File: src/rtl/mem_bus_ctrl.sv
// mem_bus_ctrl: T-cycle / M-cycle sequencer with a single-port external
// memory bus. Each M-cycle has four T-cycles. A memory access is captured
// at the end of T1 and its strobe is held for T2. While bus_ready is low,
// T2 is stretched with wait states. A wait-state timeout forces T2 to
// complete and sets a sticky bus error flag.
module mem_bus_ctrl #(
    parameter int WAIT_MAX = 15
) (
    input  logic        clk,
    input  logic        rst,
    input  logic [2:0]  m_cycles_in,
    input  logic        mem_req,
    input  logic        mem_we,
    input  logic [15:0] addr_in,
    input  logic [7:0]  wdata_in,
    input  logic [7:0]  bus_rdata,
    input  logic        bus_ready,
    output logic [1:0]  t_cycle,
    output logic [2:0]  m_cycle,
    output logic        m1t1,
    output logic        writeback,
    output logic [15:0] bus_addr,
    output logic [7:0]  bus_wdata,
    output logic        bus_rd,
    output logic        bus_wr,
    output logic [7:0]  rdata_out,
    output logic        stall,
    output logic        bus_err
);

    localparam int CW = (WAIT_MAX < 2) ? 1 : $clog2(WAIT_MAX + 1);
    localparam logic [CW-1:0] WAIT_LIM = CW'(WAIT_MAX);

    // Normalise the decoder's M-cycle count: 0 means a single M-cycle,
    // and anything above 6 is limited to 6.
    function automatic logic [2:0] clamp_len(input logic [2:0] raw);
        logic [2:0] res;
        if (raw == 3'd0) begin
            res = 3'd1;
        end else if (raw > 3'd6) begin
            res = 3'd6;
        end else begin
            res = raw;
        end
        return res;
    endfunction

    logic [1:0]    t_q, t_d;
    logic [2:0]    m_q, m_d;
    logic [2:0]    len_q, len_d;
    logic [15:0]   addr_q, addr_d;
    logic [7:0]    wdata_q, wdata_d;
    logic [7:0]    rdata_q, rdata_d;
    logic          active_q, active_d;
    logic          we_q, we_d;
    logic [CW-1:0] wait_q, wait_d;
    logic          err_q, err_d;

    logic          in_t2_s;
    logic          timeout_s;
    logic          hold_s;

    // T2 wait-state decode: hold while the bus is not ready, unless the
    // wait budget is used up, in which case the T2 exit is forced.
    always_comb begin
        in_t2_s   = active_q && (t_q == 2'd1);
        timeout_s = in_t2_s && (wait_q == WAIT_LIM);
        hold_s    = in_t2_s && !bus_ready && !timeout_s;
    end

    // Next-state logic for the T/M sequencer and the bus access.
    always_comb begin
        t_d      = t_q;
        m_d      = m_q;
        addr_d   = addr_q;
        wdata_d  = wdata_q;
        rdata_d  = rdata_q;
        active_d = active_q;
        we_d     = we_q;
        wait_d   = wait_q;
        err_d    = err_q;

        // The instruction length is taken once per instruction, at M1 T4.
        // The new value also decides this wrap.
        if ((t_q == 2'd3) && (m_q == 3'd0)) begin
            len_d = clamp_len(m_cycles_in);
        end else begin
            len_d = len_q;
        end

        case (t_q)
            2'd0: begin
                t_d      = 2'd1;
                active_d = mem_req;
                if (mem_req) begin
                    addr_d  = addr_in;
                    we_d    = mem_we;
                    wdata_d = wdata_in;
                end else begin
                    addr_d  = addr_q;
                    we_d    = we_q;
                    wdata_d = wdata_q;
                end
            end
            2'd1: begin
                if (hold_s) begin
                    t_d    = 2'd1;
                    wait_d = wait_q + CW'(1);
                end else begin
                    t_d      = 2'd2;
                    wait_d   = '0;
                    active_d = 1'b0;
                    if (active_q && !we_q) begin
                        rdata_d = bus_rdata;
                    end else begin
                        rdata_d = rdata_q;
                    end
                    if (timeout_s) begin
                        err_d = 1'b1;
                    end else begin
                        err_d = err_q;
                    end
                end
            end
            2'd2: begin
                t_d = 2'd3;
            end
            2'd3: begin
                t_d = 2'd0;
                if (m_q == (len_d - 3'd1)) begin
                    m_d = 3'd0;
                end else begin
                    m_d = m_q + 3'd1;
                end
            end
            default: begin
                t_d = 2'd0;
            end
        endcase
    end

    // State registers. Reset aborts any access and restarts at M1 T1.
    always_ff @(posedge clk or negedge rst) begin
        if (!rst) begin
            t_q      <= 2'd0;
            m_q      <= 3'd0;
            len_q    <= 3'd1;
            addr_q   <= 16'h0000;
            wdata_q  <= 8'h00;
            rdata_q  <= 8'h00;
            active_q <= 1'b0;
            we_q     <= 1'b0;
            wait_q   <= '0;
            err_q    <= 1'b0;
        end else begin
            t_q      <= t_d;
            m_q      <= m_d;
            len_q    <= len_d;
            addr_q   <= addr_d;
            wdata_q  <= wdata_d;
            rdata_q  <= rdata_d;
            active_q <= active_d;
            we_q     <= we_d;
            wait_q   <= wait_d;
            err_q    <= err_d;
        end
    end

    // Strobes are pure decodes of the registered access state, so a reset
    // drops them at once. The access is active only during T2.
    assign t_cycle   = t_q;
    assign m_cycle   = m_q;
    assign m1t1      = (m_q == 3'd0) && (t_q == 2'd0);
    assign writeback = (t_q == 2'd3);
    assign bus_addr  = addr_q;
    assign bus_wdata = wdata_q;
    assign rdata_out = rdata_q;
    assign bus_rd    = active_q && !we_q;
    assign bus_wr    = active_q && we_q;
    assign stall     = hold_s;
    assign bus_err   = err_q;

endmodule

File: config.mk
export PLATFORM = sky130hd
export DESIGN_NAME = mem_bus_ctrl
export DESIGN_NICKNAME = d
export VERILOG_FILES = /design/src/rtl/mem_bus_ctrl.sv
export SDC_FILE = /design/constraint.sdc
export NUM_CORES = 1
export LEC_CHECK = 0
export ABC_CLOCK_PERIOD_IN_PS = 2400
export CORE_ASPECT_RATIO = 0.5
export CORE_MARGIN = 2
export CORE_UTILIZATION = 38
export DETAILED_ROUTE_END_ITERATION = 8
export PLACE_DENSITY = 0.75
export SETUP_SLACK_MARGIN = 0.15
export SYNTH_ARGS = -nofsm -noshare
export SYNTH_HDL_FRONTEND = slang
export SYNTH_SLANG_ARGS = --single-unit
File: constraint.sdc
create_clock -name clk -period 2.4 [get_ports clk]
set_clock_uncertainty 0.2 [all_clocks]
set_input_delay 0.6 -clock clk [delete_from_list [all_inputs] [get_ports clk]]
set_output_delay 0.6 -clock clk [all_outputs]
set_load 0.02 [all_outputs]
; Word-level counts from Yosys, hierarchy flattened
; Cells that the tools add are included.
[totals]
reg_bits = 47
inputBits = 40
output_inout_bits = 43
word_cells = 49
[classes]
n_addsub = 3
order_cmp = 1
eq_ne = 6
n_mux = 9
bitwise = 1
reduce_logical = 19
[ops]
columns = op, n
row1 = $mux 3, 4
row2 = $logic_and 1x1->1, 8
row3 = $pmux 2 s4, 1
row4 = $logic_not 3->1, 2
row5 = $reduce_and 3->1, 2
row6 = $add 4x1->4 const B, 1
row7 = $eq 2x2->1 const B, 2
row8 = $eq 4x4->1 const B, 1
row9 = $mux 4, 1
row10 = $reduce_and 2->1, 2
row11 = $add 3x1->3 const B, 1
row12 = $eq 3x3->1, 1
row13 = $gt 3x3->1 const B, 1
row14 = $logic_not 1->1, 3
row15 = $sub 3x1->3 const B, 1
row16 = $eq 2x1->1 const B, 1
row17 = $logic_not 2->1, 1
row18 = $mux 2, 1
row19 = $ne 2x2->1 const B, 1
row20 = $pmux 1 s2, 1
row21 = $reduce_bool 2->1, 1
row22 = $mux 1, 1
row23 = $not 1->1, 1

; Longest topological paths before layout
; Gate-level depths: netlist of run 1.
[logic_depth]
ltp_word = 7
ltp_mapped = 12
depth_no_buf = 12

; Worst setup path after synthesis of run 1
; No wires, ideal clock.
[synth_timing]
kind = register to register
startpoint = register m_q[0] (netlist: m_cycle[0])
endpoint = register m_q[1] (netlist: m_cycle[1])
setup_time_ps = 140
arrival_ps = 2088
required_ps = 2060
path_slack_ps = -28
stages_incl_launch_ff = 12
n_path_buf = 0
synth_period_minus_slack_ps = 2428
path_cell_list = dfrtp_1 > inv_1 > ha_1 > nand4b_4 > o21ai_0 > inv_1 > ha_1 > xnor2_1 > nor2b_1 > mux2i_1 > a21oi_2 > o22ai_1
[synth_between]
elab_chain_cells = 6
elab_cells_between_ends = 7
classes_between = 2 x add/sub / 1 x eq/ne / 2 x mux / 2 x reduce/logical
[synth_lines]
columns = item, line
row1 = "start, declared", 49  ; logic [2:0] m_q, m_d;
row2 = "start signal, assigned", 157  ; m_q <= m_d;
row3 = $logic_not 3->1, 85  ; if ((t_q == 2'd3) && (m_q == 3'd0)) begin
row4 = $logic_and 1x1->1, 85
row5 = $mux 3, 85
row6 = via len_d[0], 50  ; logic [2:0] len_q, len_d;
row7 = $sub 3x1->3, 130  ; if (m_q == (len_d - 3'd1)) begin
row8 = $eq 3x3->1, 130
row9 = $mux 3, 130
; The timed path passes the listed nets, and every way through them passes these cells.
; A chain may end at the register's enable or synchronous reset.

; Final worst setup path of run 1
[layout_timing]
startpoint = input port m_cycles_in[2]
endpoint = register m_q[1] (netlist: m_cycle[1])
[layout_between]
elab_chain_cells = 7
elab_cells_between_ends = 8
classes_between = 1 x add/sub / 1 x order compare / 1 x eq/ne / 4 x mux / 1 x reduce/logical
[layout_lines]
columns = item, line
row1 = "start, declared", 11  ; input logic [2:0] m_cycles_in,
row2 = $gt 3x3->1, 40  ; end else if (raw > 3'd6) begin
row3 = $mux 3, 40
row4 = $mux 3 (*), 38  ; if (raw == 3'd0) begin
row5 = $mux 3 (*), 85
row6 = via len_d[0], 50
row7 = $sub 3x1->3 (*), 130
row8 = $eq 3x3->1 (*), 130
row9 = $mux 3 (*), 130
; Mark *: on every way through the listed nets, which the timed path passes. The rest lies on a longest branch.

==> flow_metrics.py, run 1 <==
metrics = {
    "floorplanning": {
        "dieArea_sq_mm": 0.00600,
        "placeableCoreArea_sq_mm": 0.00504,
        "initial_core_util": 0.404,
        "core.rowCount": 18,
        "die_h_um": 55.8,
        "die_width_um": 108,
        "io_pins": 83,
    },
    "yosys": {
        "ys_seq_area_frac": 0.578,
        "netlist_instances": 149,
        "ys_types": 37,
        "synth_nets": 193,
        "ys_ff_latch": 47,
        "ys_warn_count": 0,
        "synth_area_sq_mm": 0.00204,
        "synth-edff-count": 0,
        "synth_top_flop_cell": "dfrtp_1",
        "syn-mean-instance-area_sq_um": 13.7,
        "ys_async_sr_fraction": 1.00,
    },
    "sta": {
        "relSlewSlack": 0.671,
        "maxSlewViolCount": 0,
        "min_period_ns": 2.23,
        "worst_slack_ns": 0.167,
        "fin_tns_setup_ns": 0,
        "timing.final.crit_share": 0.930,
        "finalSetupViolCount": 0,
        "fin_hold_ws_ns": 0.0523,
        "hold_viol_final": 0,
        "max_freq_mhz": 448,
        "tightest_slew_ns": 0.494,
        "rsz0062_at_grt": "true",
    },
    "cells_and_area": {
        "drive_gt1_frac": 0.376,
        "fillerInstances": 384,
        "num_antenna_cells": 0,
        "mostFrequentLayoutCells": "clkdlybuf4s50_1 (67), dfrtp_1 (43), mux2_2 (32)",
        "utilization": 0.660,
        "final_common_cell": "clkdlybuf4s50_1",
        "final_net_count": 306,
        "area_delta_synth_final_pct": 63.3,
    },
    "status": {
        "outcome": "finished clean",
    },
    "global_route": {
        "grt_use_total": 0.160,
        "grt_overflow_total": 0,
        "grt_pass1_vias": 1594,
        "antenna_found_initial": 0,
        "grt_pass1_wl_um": 7580,
        "grt_max_degree": 27,
    },
    "pwr": {
        "vdd_ir_drop_max_v": 0.000711,
        "power_mw": 4.45,
        "p_leak_nw": 1.48,
        "power.density_mw_per_mm2": 1340,
    },
    "route": {
        "wl_per_cell_um": 13.8,
        "route.detailed.drc": 0,
        "drt_first_pass_iters": 4,
        "vias": 1542,
        "ant_nets": 0,
        "viasPerCell": 4.63,
        "drt-total-wl_um": 4610,
        "drt-initial-drc-count": 30,
    },
    "critical_path": {
        "end_kind": "flop",
        "critPathKind": "in -> reg",
        "cp.arrival_ns": 2.22,
        "worstPathMaxFanout": 3,
        "startpoint_type": "input pin",
        "crit_required_ns": 2.38,
    },
    "min_path": {
        "hp-class": "in -> async",
    },
    "placed_design": {
        "place_ws_ns": -0.469,
        "dpl.hpwl_um": 3380,
        "gp_congestion": 0.753,
        "portBuffers": 82,
    },
    "cts": {
        "cts.root.buffer_cell": "clkbuf_8",
        "clk_latency_ns": 0.30,
        "h-tree-depth": 2,
        "hold_buffers": 0,
        "cts_sinks": 47,
        "cts_buffers": 5,
        "clockBufferDepth": 2,
        "clk_pin_slew_worst_paths_ns": 0.09,
        "cts_tree": "yes",
    },
    "flow_run": {
        "max_cap_viol_count": 0,
    },
}
==> registers in the layout (all words and copies together), names as in the netlist, named ones only <==
name       count
wait_q         4
t_cycle        1
rdata_out      8
active_q       1
bus_err        1
bus_wdata      8
m_cycle        3
bus_addr      16
len_q          3
we_q           1
==> final cells by class <==
class | instances | area [sq um] | area share
Clock inverter | 3 | 43.8 | 0.0132
Tap cell | 70 | 87.6 | 0.0263
Clock buffer | 5 | 68.8 | 0.0207
Timing Repair Buffer | 111 | 1040 | 0.312
Inverter | 6 | 25.0 | 0.00752
Sequential cell | 47 | 1180 | 0.355
Multi-Input combinational cell | 91 | 883 | 0.265
==> per-layer routing <==
| metal | global-route usage | vias to the layer above | part of all wire |
|---|---|---|---|
| li1 | - | 748 | - |
| met1 | 0.186 | 763 | 0.42 |
| met2 | 0.296 | 25 | 0.53 |
| met3 | 0.0386 | 6 | 0.036 |
| met4 | 0.0385 | 0 | 0.011 |
| met5 | 0 | - | 0 |
==> power breakdown <==
group	internal [mW]	leakage [nW]	switching [mW]
combinational	1.36	0.853	1.12
sequential	1.17	0.569	0.232
clock	0.310	0.0581	0.270
==> worst paths after layout <==
| kind | cells after the start | slack (ns) | endpoint | from |
|---|---|---|---|---|
| worst max-delay path | 10 | 0.17 | m_cycle[1] | m_cycles_in[2] |
| worst min-delay path | 1 | 0.05 | bus_addr[1] | rst |
| worst max register to register | 11 | 0.19 | m_cycle[1] | m_cycle[1] |
| worst min register to register | 1 | 0.28 | bus_err | bus_err |
| max in group asynchronous | 2 | 1.30 | len_q[0] | rst |
| min in group clk | 1 | 0.28 | bus_err | bus_err |
==> through the flow <==
step	area [sq um]	std cells
3_3_place_gp	3090	316
4_1_cts	3280	330
6_report	3330	333
3_5_place_dp	3090	316
2_1_floorplan	2050	149
5_1_grt	3330	333
==> cells in the mapped netlist (all sizes together) (3+ instances only) <==
master,n,area (sq um)
ha,4,50.1
o21ai,9,45.0
nand2b,3,18.8
mux2i,3,30.0
nor2b,3,18.8
inv,6,22.5
dfrtp,46,1150
nand2,7,26.3
nand3,3,15.0
mux2,34,387
buf,4,28.8
nor2,3,11.3
==> logic make-up after synthesis <==
kind of cell,count (synthesis),share of synthesized area
AOI/OAI and AO/OA,18,0.0559
xor gates and xnor gates,2,0.00860
adders and majority gates,5,0.0295
buffers and inverters,11,0.0270
DFF,47,0.578
muxes,37,0.204
and+or+nand+nor,29,0.0970
==> critical path: stages <==
cell and delay, ns:
clkdlybuf4s15_1 0.19, maj3_2 0.34, o21ai_2 0.17, inv_2 0.06, ha_4 0.24, xnor2_2 0.13
nor2b_1 0.11, mux2i_1 0.09, a21oi_2 0.18, o22ai_1 0.10
==> timing repair <==
item / CTS / global route
pin swaps: 7 / 7
gates resized for setup: 30 / 12
buffers inserted: 6 / 3
setup endpoints to repair: 11 / 7
(Power assumes the default switching activity.)
==> run 2: changes to the inputs <==
- ABC_CLOCK_PERIOD_IN_PS: 2400 -> 2580
- CORE_UTILIZATION: 38 -> 46
- PLACE_DENSITY: 0.75 -> 0.85
- clock period: 2.4 -> 2.58 ns (I/O delays scaled with it)
==> run 2 against run 1 <==
  * Global-route usage increased by 4.1 points
  * Routed wire length rose by 10%
  * Sequential share of layout area grew 1.4 points
  * Worst setup slack lost 0.017 ns
  * Non-clock buffer count shrank 10
  * Combinational power decreased by 12%
  * Design area decreased by 3.9%
  * Register-to-register slack gained 0.10 ns
  * Largest power group unchanged
==> flow_metrics.py, run 2 (synthesis results as in run 1) <==
metrics = {
    "sta": {
        "tightest_slew_ns": 0.413,
        "finalSetupViolCount": 0,
        "min_period_ns": 2.43,
        "relSlewSlack": 0.724,
        "hold_viol_final": 0,
        "timing.final.crit_share": 0.942,
        "maxSlewViolCount": 0,
        "rsz0062_at_grt": "true",
        "max_freq_mhz": 412,
    },
    "cells_and_area": {
        "multiInputGateArea_sq_um": 841,
        "final_net_count": 296,
        "drive_gt1_frac": 0.308,
        "seqCellArea_sq_mm": 0.00118,
        "largest_reg_flops": 16,
        "fillerInstances": 278,
        "mostFrequentLayoutCells": "clkdlybuf4s50_1 (73), dfrtp_1 (45), mux2_2 (32)",
        "fin_area_sq_mm": 0.00320,
        "num_antenna_cells": 0,
        "area_delta_synth_final_pct": 56.8,
        "final_common_cell": "clkdlybuf4s50_1",
    },
    "flow_run": {
        "max_cap_viol_count": 0,
    },
    "route": {
        "viasPerCell": 5.05,
        "drt_first_pass_iters": 4,
        "drt-total-wl_um": 5070,
        "ant_nets": 0,
        "vias": 1564,
        "drt-initial-drc-count": 59,
        "wl_per_cell_um": 16.4,
        "route.detailed.drc": 0,
    },
    "global_route": {
        "grt_pass1_wl_um": 7870,
        "antenna_found_initial": 0,
        "grt_overflow_total": 0,
        "grt_pass1_vias": 1639,
        "grt_max_degree": 27,
        "grt_use_total": 0.201,
    },
    "critical_path": {
        "path_cells": "nor2b_1 -> clkdlybuf4s50_1",
        "crit_required_ns": 1.74,
        "critPathKind": "reg -> out",
        "cpMaxStageDelayCell": "clkdlybuf4s50_1",
        "worstPathMaxFanout": 5,
        "startpoint_type": "flop",
        "end_kind": "output pin",
        "cp.arrival_ns": 1.59,
        "critPathMaxStageDelay_ns": 0.64,
    },
    "cts": {
        "clk_latency_ns": 0.31,
        "clk_pin_slew_worst_paths_ns": 0.09,
        "cts.root.buffer_cell": "clkbuf_8",
        "cts_tree": "yes",
        "h-tree-depth": 2,
        "clockBufferDepth": 2,
        "hold_buffers": 0,
        "cts_buffers": 5,
        "cts_sinks": 47,
    },
    "floorplanning": {
        "placeableCoreArea_sq_mm": 0.00432,
        "die_width_um": 98.1,
        "core.rowCount": 17,
        "die_h_um": 51.1,
        "dieArea_sq_mm": 0.00501,
        "initial_core_util": 0.472,
        "io_pins": 83,
    },
    "placed_design": {
        "dpl.hpwl_um": 3400,
        "gp_congestion": 0.774,
        "placed_area_sq_mm": 0.00301,
        "portBuffers": 82,
    },
    "pwr": {
        "pwr-share-clk": 0.136,
        "internal_power_mw": 2.53,
        "p_sw_frac": 0.373,
        "vdd_ir_drop_max_v": 0.000742,
        "p_seq_frac": 0.325,
        "p_sw_mw": 1.51,
        "power.density_mw_per_mm2": 1260,
        "power_mw": 4.04,
        "p_leak_nw": 1.43,
        "power_frac_comb": 0.538,
    },
    "status": {
        "outcome": "finished clean",
    },
    "min_path": {
        "hp-class": "in -> async",
    },
}
run 2: layout make-up:
type	instances	area share
flip-flops and latches	47	0.369
multi-input cells	91	0.263
inverters	6	0.00705
well taps	57	0.0223
repair buffers	101	0.304
clock inverters	3	0.0137
clock buffers	5	0.0215
run 2: final timing paths:
check,from,endpoint,slack [ns],cells after the start
worst min-delay path,rst,wait_q[3],0.05,1
worst min register to register,bus_addr[13],bus_addr[13],0.30,1
min in group clk,bus_addr[13],bus_addr[13],0.30,1
worst max-delay path,active_q,bus_rd,0.15,2
max in group asynchronous,rst,len_q[0],1.50,2
worst max register to register,m_cycle[1],m_cycle[1],0.29,10
run 2: what timing repair did:
| item | in CTS | in global routing |
|---|---|---|
| pin swaps | 6 | 3 |
| endpoints found under the hold margin | 0 | 0 |
| setup buffers | 1 | 4 |
| resized for setup | 16 | 11 |
| setup endpoints to repair | 5 | 9 |
run 2: routing by layer:
layer	vias up	routed length, um	global-route usage	part of all wire
met5	-	0	0	0
met4	0	95	0.0548	0.019
met3	15	195	0.0438	0.038
met2	46	2660	0.366	0.52
met1	774	2130	0.246	0.42
li1	729	-	-	-
run 2: stage by stage:
stage	util	TNS [ns]	setup slack [ns]	instances	hold slack (ns)
after floorplan	-	0	0.178	149	0.149
after global placement	0.697	-1.25	-0.335	297	0.259
after detailed placement	0.697	-1.42	-0.385	297	0.291
after CTS	0.726	0	0.0975	306	0.0579
after global routing	0.740	0	0.0979	310	0.0718
final	0.740	0	0.150	310	0.0483
run 2: worst max-delay path: cells and delay by family, from the launching register on:
kind | cells | cell delay (ns)
AND/OR/NAND/NOR | 1 | 0.19
buffers and inverters | 1 | 0.64
flip-flops | 1 | 0.44
run 2: power groups by stage:
stage	Clock (mW)	Sequential, mW	Combinational (mW)
3_3_place_gp	0	1.28	2.05
6_report	0.551	1.31	2.18
5_1_grt	0.593	1.36	2.31
2_1_floorplan	0	1.63	0.818
4_1_cts	0.554	1.30	2.14
3_5_place_dp	0	1.30	2.10
==> run 3: changes to the inputs <==
- ABC_CLOCK_PERIOD_IN_PS: 2580 -> 3140
- clock period: 2.58 -> 3.14 ns (I/O delays scaled with it)
==> run 3 against run 2 <==
  * Sequential power fell by 17%
  * Final cell count shrank 5.2%
  * Global-route usage shrank 1.3 points
  * Core utilization fell by 4.2 points
  * Die area unchanged
==> flow_metrics.py, run 3 (synthesis results as in run 1) <==
metrics = {
    "cts": {
        "clk_pin_slew_worst_paths_ns": 0.08,
        "cts.root.buffer_cell": "clkbuf_8",
        "cts_tree": "yes",
        "cts_buffers": 5,
        "h-tree-depth": 2,
        "hold_buffers": 0,
        "clk_latency_ns": 0.29,
        "cts_sinks": 47,
        "cts_setup_buffers": 0,
        "clockBufferDepth": 2,
    },
    "route": {
        "drt-initial-drc-count": 52,
        "ant_nets": 0,
        "viasPerCell": 5.05,
        "drt-total-wl_um": 4520,
        "route.detailed.drc": 0,
        "vias": 1485,
        "wl_per_cell_um": 15.4,
        "drt_first_pass_iters": 5,
    },
    "critical_path": {
        "worstPathMaxFanout": 9,
        "critical_path.n_buffers_inverters": 1,
        "end_kind": "output pin",
        "cpMaxStageDelayCell": "clkdlybuf4s50_1",
        "critPathMaxStageDelay_ns": 0.68,
        "critPathKind": "reg -> out",
        "path_cells": "and2_1 -> clkdlybuf4s50_1",
        "path_delay_family": "buffers and inverters",
        "startpoint_type": "flop",
        "crit_required_ns": 2.15,
        "cp.arrival_ns": 1.90,
    },
    "placed_design": {
        "place_ws_ns": -0.0615,
        "portBuffers": 82,
        "placed_area_sq_mm": 0.00294,
        "gp_congestion": 0.789,
        "dpl.hpwl_um": 3440,
    },
    "cells_and_area": {
        "fin_area_sq_mm": 0.00302,
        "num_antenna_cells": 0,
        "drive_gt1_frac": 0.219,
        "largest_reg_flops": 16,
        "multiInputGateArea_sq_um": 806,
        "mostFrequentLayoutCells": "clkdlybuf4s50_1 (79), dfrtp_1 (46), mux2_2 (32)",
        "utilization": 0.699,
        "final_net_count": 281,
        "seqCellArea_sq_mm": 0.00118,
        "area_delta_synth_final_pct": 48.0,
        "fillerInstances": 310,
        "final_common_cell": "clkdlybuf4s50_1",
    },
    "sta": {
        "maxSlewViolCount": 0,
        "rsz0062_at_grt": "true",
        "relSlewSlack": 0.330,
        "tightest_slew_ns": 1.01,
        "hold_viol_final": 0,
        "min_period_ns": 2.89,
        "timing.final.crit_share": 0.920,
        "fin_hold_ws_ns": 0.284,
        "worst_slack_ns": 0.250,
        "finalSetupViolCount": 0,
        "max_freq_mhz": 346,
    },
    "floorplanning": {
        "io_pins": 83,
        "initial_core_util": 0.472,
        "dieArea_sq_mm": 0.00501,
        "core.rowCount": 17,
        "die_width_um": 98.1,
        "placeableCoreArea_sq_mm": 0.00432,
        "die_h_um": 51.1,
    },
    "global_route": {
        "grt_overflow_total": 0,
        "grt_use_total": 0.187,
        "grt_pass1_vias": 1510,
        "antenna_found_initial": 0,
        "grt_pass1_wl_um": 7250,
        "grt_max_degree": 48,
    },
    "pwr": {
        "vdd_ir_drop_max_v": 0.000468,
        "power_frac_comb": 0.525,
        "internal_power_mw": 1.92,
        "pwr-share-clk": 0.118,
        "p_seq_frac": 0.356,
        "power_mw": 3.07,
        "p_sw_frac": 0.375,
        "power.density_mw_per_mm2": 1020,
        "p_leak_nw": 1.30,
        "p_sw_mw": 1.15,
    },
    "flow_run": {
        "max_cap_viol_count": 0,
    },
    "status": {
        "outcome": "finished clean",
    },
    "min_path": {
        "hp-class": "reg -> reg",
    },
}
==> run 3: cell types whose count changed in the layout (fill, tap and decap cells not counted), moves of 2 or more <==
cell and change:
buf_4 -15, clkdlybuf4s50_1 +6, dlygate4sd2_1 -2, dlymetal6s2s_1 -3
inv_1 +2, inv_2 -2
==> run 3: final cells by class <==
| type | count | area share |
|---|---|---|
| clock buffers | 6 | 0.0274 |
| clock inverters | 1 | 0.00166 |
| inverters | 6 | 0.00747 |
| multi-input cells | 91 | 0.267 |
| flip-flops and latches | 47 | 0.390 |
| well taps | 57 | 0.0236 |
| repair buffers | 86 | 0.282 |
==> run 3: path summary, 6_finish.rpt <==
kind / from / endpoint / slack (ns) / cells after the start
max: flop / writeback / 0.25 / 2
max in group asynchronous: rst / m_cycle[0] / 1.67 / 1
min in group asynchronous: rst / bus_addr[15] / 0.45 / 1
max reg2reg: m_cycle[0] / m_cycle[1] / 0.58 / 11
min reg2reg: bus_err / bus_err / 0.28 / 1
min: bus_err / bus_err / 0.28 / 1
==> run 3: what timing repair did <==
action                                  4_1_cts  5_1_grt
resized for setup                             2        3
endpoints found under the setup margin        2        4
pin swaps                                     0        0
==> run 3: through the flow <==
stage / TNS (ns) / instances
2_1_floorplan: 0 / 149
3_3_place_gp: -0.0115 / 287
3_5_place_dp: -0.153 / 287
4_1_cts: 0 / 294
5_1_grt: 0 / 294
6_report: 0 / 294
==> run 3: metal layers <==
| layer | vias to the layer above | part of all wire | GRT usage | routed length [um] |
|---|---|---|---|---|
| met5 | - | 0 | 0 | 0 |
| li1 | 703 | - | - | - |
| met3 | 12 | 0.036 | 0.0397 | 161 |
| met1 | 732 | 0.39 | 0.208 | 1760 |
| met2 | 38 | 0.56 | 0.369 | 2520 |
| met4 | 0 | 0.017 | 0.0548 | 78 |
==> run 3: power by group through the flow <==
stage	Sequential (mW)	Combinational (mW)	Clock [mW]
6_report	1.09	1.61	0.363
5_1_grt	1.14	1.72	0.390
4_1_cts	1.10	1.63	0.370
3_5_place_dp	1.11	1.62	0
3_3_place_gp	1.09	1.58	0
2_1_floorplan	1.34	0.671	0
